File: config.mk
export PLATFORM = sky130hd
export DESIGN_NAME = lab2_seq_detector_flat
export DESIGN_NICKNAME = d
export VERILOG_FILES = /design/src/rtl/lab2_seq_detector_if.sv /design/src/rtl/lab2_seq_detector.sv /design/src/flat_wrapper.sv
export SDC_FILE = /design/constraint.sdc
export NUM_CORES = 1
export LEC_CHECK = 0
export ABC_AREA = 1
export BUFFER_PORTS_ARGS = -buffer_cell sky130_fd_sc_hd__buf_2
export CAP_MARGIN = 20
export CORE_MARGIN = 3
export CORE_UTILIZATION = 45
export CTS_CLUSTER_SIZE = 40
export DETAILED_ROUTE_END_ITERATION = 10
export PLACE_DENSITY = 0.69
export SLEW_MARGIN = 20
export SYNTH_ARGS = -nofsm -noshare
export SYNTH_HDL_FRONTEND = slang
export SYNTH_SLANG_ARGS = --single-unit
File: constraint.sdc
create_clock -name clock -period 3.2 [get_ports clock]
set_clock_uncertainty 0.2 [all_clocks]
set_input_delay 0.64 -clock clock [delete_from_list [all_inputs] [get_ports clock]]
set_output_delay 0.64 -clock clock [all_outputs]
set_load 0.01 [all_outputs]
File: src/rtl/lab2_seq_detector_if.sv
// Sample/result bundle between the lab 2 function stage and the 1011 detector.
interface lab2_seq_detector_if #(
    parameter int unsigned CW = 8
);
    logic          en;
    logic          z_in;
    logic          detect;
    logic [CW-1:0] match_count;
    logic [3:0]    history;
    logic [2:0]    state;

    modport master (
        output en, z_in,
        input  detect, match_count, history, state
    );

    modport slave (
        input  en, z_in,
        output detect, match_count, history, state
    );
endinterface

File: src/rtl/lab2_seq_detector.sv
// Moore detector for serial pattern 1011 on the function-stage output z, with
// saturating match counter and 4-bit sample history.
module lab2_seq_detector #(
    parameter bit          OVERLAP = 1'b1,
    parameter int unsigned CW      = 8
) (
    input  logic                clock,
    input  logic                reset,
    lab2_seq_detector_if.slave  bus
);
    localparam int unsigned HW = 4;
    localparam logic [CW-1:0] CNT_MAX = '1;

    typedef enum logic [2:0] {
        S0    = 3'd0,
        S1    = 3'd1,
        S10   = 3'd2,
        S101  = 3'd3,
        S1011 = 3'd4
    } state_e;

    state_e        state_q, state_d;
    logic [CW-1:0] count_q, count_d;
    logic [HW-1:0] hist_q, hist_d;
    logic          detect_q, detect_d;

    // Next-state, counter and history; everything holds while en is low.
    always_comb begin
        state_d  = state_q;
        count_d  = count_q;
        hist_d   = hist_q;
        if (bus.en) begin
            hist_d = {hist_q[HW-2:0], bus.z_in};
            case (state_q)
                S0:      state_d = bus.z_in ? S1    : S0;
                S1:      state_d = bus.z_in ? S1    : S10;
                S10:     state_d = bus.z_in ? S101  : S0;
                S101:    state_d = bus.z_in ? S1011 : S10;
                S1011:   state_d = bus.z_in ? S1    : (OVERLAP ? S10 : S0);
                default: state_d = S0;
            endcase
            // Count only on the entering edge so a parked S1011 never recounts.
            if ((state_q == S101) && bus.z_in && (count_q != CNT_MAX)) begin
                count_d = count_q + CW'(1);
            end
        end
        detect_d = (state_d == S1011);
    end

    always_ff @(posedge clock) begin
        if (reset) begin
            state_q  <= S0;
            count_q  <= '0;
            hist_q   <= '0;
            detect_q <= 1'b0;
        end else begin
            state_q  <= state_d;
            count_q  <= count_d;
            hist_q   <= hist_d;
            detect_q <= detect_d;
        end
    end

    assign bus.state       = state_q;
    assign bus.detect      = detect_q;
    assign bus.match_count = count_q;
    assign bus.history     = hist_q;
endmodule

File: src/flat_wrapper.sv
// flat-port wrapper written by rule: the top's interface ports become plain ports
module lab2_seq_detector_flat 
#(
    parameter bit          OVERLAP = 1'b1,
    parameter int unsigned CW      = 8
)
  (clock, reset, bus_en, bus_z_in, bus_detect, bus_match_count, bus_history, bus_state);
  lab2_seq_detector_if #(.CW(CW)) bus_i ();
  input  logic clock;
  input  logic reset;
  input wire logic [$bits(bus_i.en)-1:0] bus_en;
  input wire logic [$bits(bus_i.z_in)-1:0] bus_z_in;
  output wire logic [$bits(bus_i.detect)-1:0] bus_detect;
  output wire logic [$bits(bus_i.match_count)-1:0] bus_match_count;
  output wire logic [$bits(bus_i.history)-1:0] bus_history;
  output wire logic [$bits(bus_i.state)-1:0] bus_state;
  assign bus_i.en = bus_en;
  assign bus_i.z_in = bus_z_in;
  assign bus_detect = bus_i.detect;
  assign bus_match_count = bus_i.match_count;
  assign bus_history = bus_i.history;
  assign bus_state = bus_i.state;
  lab2_seq_detector #(.OVERLAP(OVERLAP), .CW(CW)) u_core (.clock(clock), .reset(reset), .bus(bus_i));
endmodule
**After elaboration in Yosys (flattened, before gate mapping)**

Cells that the tools add are included.

- Output and inout port bits: 16
- Bits of input ports: 4
- Register bits: 16
- Logic and storage cells: 22

- Reduce and logical (&&, ||, !) cells: 5
- $add $sub $neg: 1
- Mux-type cells: 6
- Equality and inequality tests: 6

Operator list:

| operator | count |
|---|---|
| case mux 3 bit (4 select lines) | 1 |
| adder 8 x 1 -> 8 bit, second input constant | 1 |
| != test 8 bit, second input constant | 1 |
| equality test 3 x 2 -> 1 bit, second input constant | 2 |
| equality test 3 bit, second input constant | 2 |
| 2-to-1 mux 3 bit | 2 |
| 2-to-1 mux 2 bit | 2 |
| equality test 3 x 1 -> 1 bit, second input constant | 1 |
| zero test 3 bit | 1 |
| logical AND 1 bit | 2 |
| AND reduction 2 bit | 1 |
| OR reduction 2 bit | 1 |
| 2-to-1 mux 1 bit | 1 |

**Logic depth before layout (Yosys ltp)**

- Depth in word-level cells: 5
- Gate-level depth with buffers: 9

**Worst setup path after synthesis**

No wires, ideal clock.

- Path type: reg-to-reg
- Start point: reg u_core.count_q[0] (netlist: u_core.bus.match_count[0])
- End point: reg u_core.count_q[1] (netlist: u_core.bus.match_count[1])
- Library setup time: 116 ps
- Data required time: 2884 ps
- Arrival time: 1181 ps
- Cell stages (with the launch flop): 9
- Period minus slack after synthesis: 1497 ps
- Setup slack: 1703 ps
- Cell sequence: dfxtp_1 > ha_1 > nand3_1 > inv_1 > nand2_4 > nand2_4 > inv_2 > nor2_1 > nor2_1

- Cells in the longest elaborated chain, start to end: 3

RTL lines:

| what | RTL line | source |
|---|---|---|
| start, declared | lab2_seq_detector.sv:23 | `logic [CW-1:0] count_q, count_d;` |
| start signal, assigned | lab2_seq_detector.sv:58 | `count_q <= count_d;` |
| parallel branches: the longest is 3 deep, another holds adder 8 x 1 -> 8 bit | -- |  |

Parallel ways; which one is timed is not known.
A chain may end at the register's enable or synchronous reset.

**Worst setup path after layout**

- Start point: reg u_core.count_q[2] (netlist: u_core.bus.match_count[2])
- End point: out bus_match_count[2]

RTL lines:

| what | RTL line | source |
|---|---|---|
| end, declared | flat_wrapper.sv:14 | `output wire logic [$bits(bus_i.match_count)-1:0] bus_match_count;` |

No word-level cell between the ends.

==> qor.csv <==
stage;metric;value;unit
cells_and_area;multiInputGateArea;414;um^2
sta;setup_viol;0;
detailed_routing;drt_iter0_markers;14;
critical_path;crit_buf_inv;1;
floorplanning;initial_core_util;49.9;%
cells_and_area;syn2layout_area_growth;19.2;%
critical_path;r2r_setup_slack;1640;ps
critical_path;worstSetupPathType;register to output pin;
yosys;avgSynthCellArea;7.03;um^2
grt;antenna_found_initial;0;
run_status;status;completed;
clock_network;cts_root_buf;clkbuf_4;
sta;slew_viol_final;0;
yosys;ys_seq_area_share;40.7;%
yosys;synth_seq_cells;16;
floorplanning;die_area;2290;um^2
clock_network;cts_tree;yes;
cells_and_area;fillerInstances;148;
cells_and_area;layout_common_cells;27 x nor2_1, 21 x nand2_1, 19 x buf_2;
grt;grt_pass1_vias;635;
sta;timing.final.ws_setup;1450;ps
sta;min_period;1750;ps
yosys;synth_top_family_by_area;simple AND/OR/NAND/NOR gates;
critical_path;worst_r2r_endpoint;u_core.bus.match_count[0];
detailed_routing;ant_nets;0;
yosys;synthXorXnorAreaFrac;2.23;%
clock_network;clk_latency;290;ps
cells_and_area;nNetsFinal;141;
detailed_routing;routedWlPerCell;10.2;um
yosys;synth_mux_area_share;0;%
grt;grt_pass1_wl;2660;um
sta;tightest_slew;239;ps
detailed_routing;drc;0;
clock_network;post_cts_resized;0;
power;leakage;0.512;nW
grt;grt_overflow;0;
critical_path;cp_data_arrival_time;910;ps
critical_path;worstPathMaxFanout;6;
cells_and_area;final_cells;151;
yosys;ys_warn_count;0;
clock_network;cts_hold_repair.buffers;0;
placed_design;placedCellCount;147;
sta;slew_headroom;84.0;%
cells_and_area;drive_above_1_share;23.0;%
critical_path;endpoint;bus_match_count[2];
detailed_routing;drt_wl_total;1540;um
power;power.total;368;uW
power;ir_drop;0.000273;V
floorplanning;die_w;47.8;um
sta;finalCritPeriodShare;54.7;%
cells_and_area;antenna_cells;0;
yosys;synth_top_cell_area_share;40.7;%
clock_network;clk_pin_slew;100;ps
critical_path;crit_required;2360;ps
floorplanning;io_pins;20;
run;drv_cap;0;
grt;grt_max_degree;11;
critical_path;worstReg2RegStart;u_core.bus.match_count[0];
yosys;synthSimpleGateAreaFrac;39.7;%
critical_path;cp_cell_sequence;buf_2;
placed_design;dpl.hpwl;1180;um
critical_path;crit_start;u_core.bus.match_count[2];
clock_network;cts.sinks;16;
sta;hold_viol;0;
yosys;yosys.area.top_type;dfxtp_1;
sta;max_freq;0.571;GHz
yosys;synth_cell_types;19;
cells_and_area;final_common_cell;nor2_1;
clock_network;cts_buffers;3;
clock_network;h-tree-depth;1;
floorplanning;core_area;1580;um^2
cells_and_area;ff_latch_area;320;um^2
yosys;synth.cell_area;787;um^2
critical_path;cp_slowest_cell;dfxtp_1;
yosys;synth_area_leaders;dfxtp_1 41%, nor2_1 13%, nand2_1 10%, inv_1 5.7%, nand3_1 5.1%;
floorplanning;rows;14;
placed_design;gp_congestion;0.788;
clock_network;clockBufferDepth;2;
grt;grt_use_total;16.6;%
critical_path;critPathTopFamily;flip-flops;
floorplanning;die_y;47.8;um
hold_path;hp-class;register to register;
power;powerDensity;392;nW/um^2
clock_network;cts_setup_buffers;0;
sta;finalSetupTns;0;ps
critical_path;cp-end-kind;output pin;
sta;rsz0062_at_grt;false;
placed_design;port_buffers;19;
detailed_routing;dr.pass1.iters;4;
yosys;synthAdderAreaFrac;1.59;%
placed_design;preCtsSetupSlack;1480;ps
yosys;syn-num-nets;117;
yosys;synth_compound_area_share;9.06;%
critical_path;startpoint_type;register;
yosys;synthCells;112;
detailed_routing;via_per_inst;5.01;
critical_path;rr_worst_depth;9;
detailed_routing;vias;757;
critical_path;max_stage_delay;450;ps
critical_path;cp.depth;1;
[cell families after synthesis]
| logic type | Yosys count |
|---|---|
| and+or+nand+nor | 66 |
| AOI/OAI and AO/OA | 13 |
| DFF | 16 |
| buffers and inverters | 14 |
| adders and majority gates | 1 |
| xor gates and xnor gates | 2 |
[registers in the layout (all words and copies together), names as in the netlist]
name / count
u_core.bus.detect: 1
u_core.bus.history: 4
u_core.bus.match_count: 8
u_core.bus.state: 3
[cells in the mapped netlist]
cell type,number
ha_1,1
nor2_8,1
a21oi_2,1
dfxtp_1,16
xor2_1,1
nand2_1,21
o21ai_0,6
nand2_4,3
inv_2,1
and2_2,1
inv_1,12
nand3_1,8
o21bai_1,1
nand2_2,1
clkinv_1,1
a21oi_1,5
nand4_1,4
xnor2_1,1
nor2_1,27
[routing by layer]
layer | global-route usage (%) | wire, um
met5 | 0 | 0
met4 | 9.68 | 31
met3 | 3.38 | 66
met2 | 23.5 | 657
met1 | 23.1 | 780
[power by group]
group          internal [mW]  total (mW)  switching (mW)
sequential             0.203       0.206         0.00328
combinational        0.00961      0.0257          0.0161
clock                 0.0693       0.136          0.0662
[cell type report]
cell class / instances / area share [%]
Tap cell: 16 / 2.13
Clock buffer: 4 / 3.87
Sequential cell: 16 / 34.1
Inverter: 14 / 5.60
Multi-Input combinational cell: 82 / 44.1
Timing Repair Buffer: 19 / 10.1
[worst min-delay path by stage]
stage	end	depth (start not counted)	from	slack (ps)
finish	u_core.bus.history[0]	2	u_core.bus.history[0]	280
global route	u_core.bus.history[0]	2	u_core.bus.history[0]	320
CTS	u_core.bus.history[0]	2	u_core.bus.history[0]	290
detailed placement	u_core.bus.history[0]	2	u_core.bus.history[0]	270
global placement	u_core.bus.history[0]	2	u_core.bus.history[0]	280
floorplan	u_core.bus.history[0]	2	u_core.bus.history[0]	290
[per-stage QoR]
step,cell area (um^2),util (%),hold slack (ps)
floorplan,787,-,289
global placement,902,57.2,277
detailed placement,902,57.2,274
CTS,938,59.5,290
global route,938,59.5,323
finish,938,59.5,284
Power figures use the tool's default switching activity.
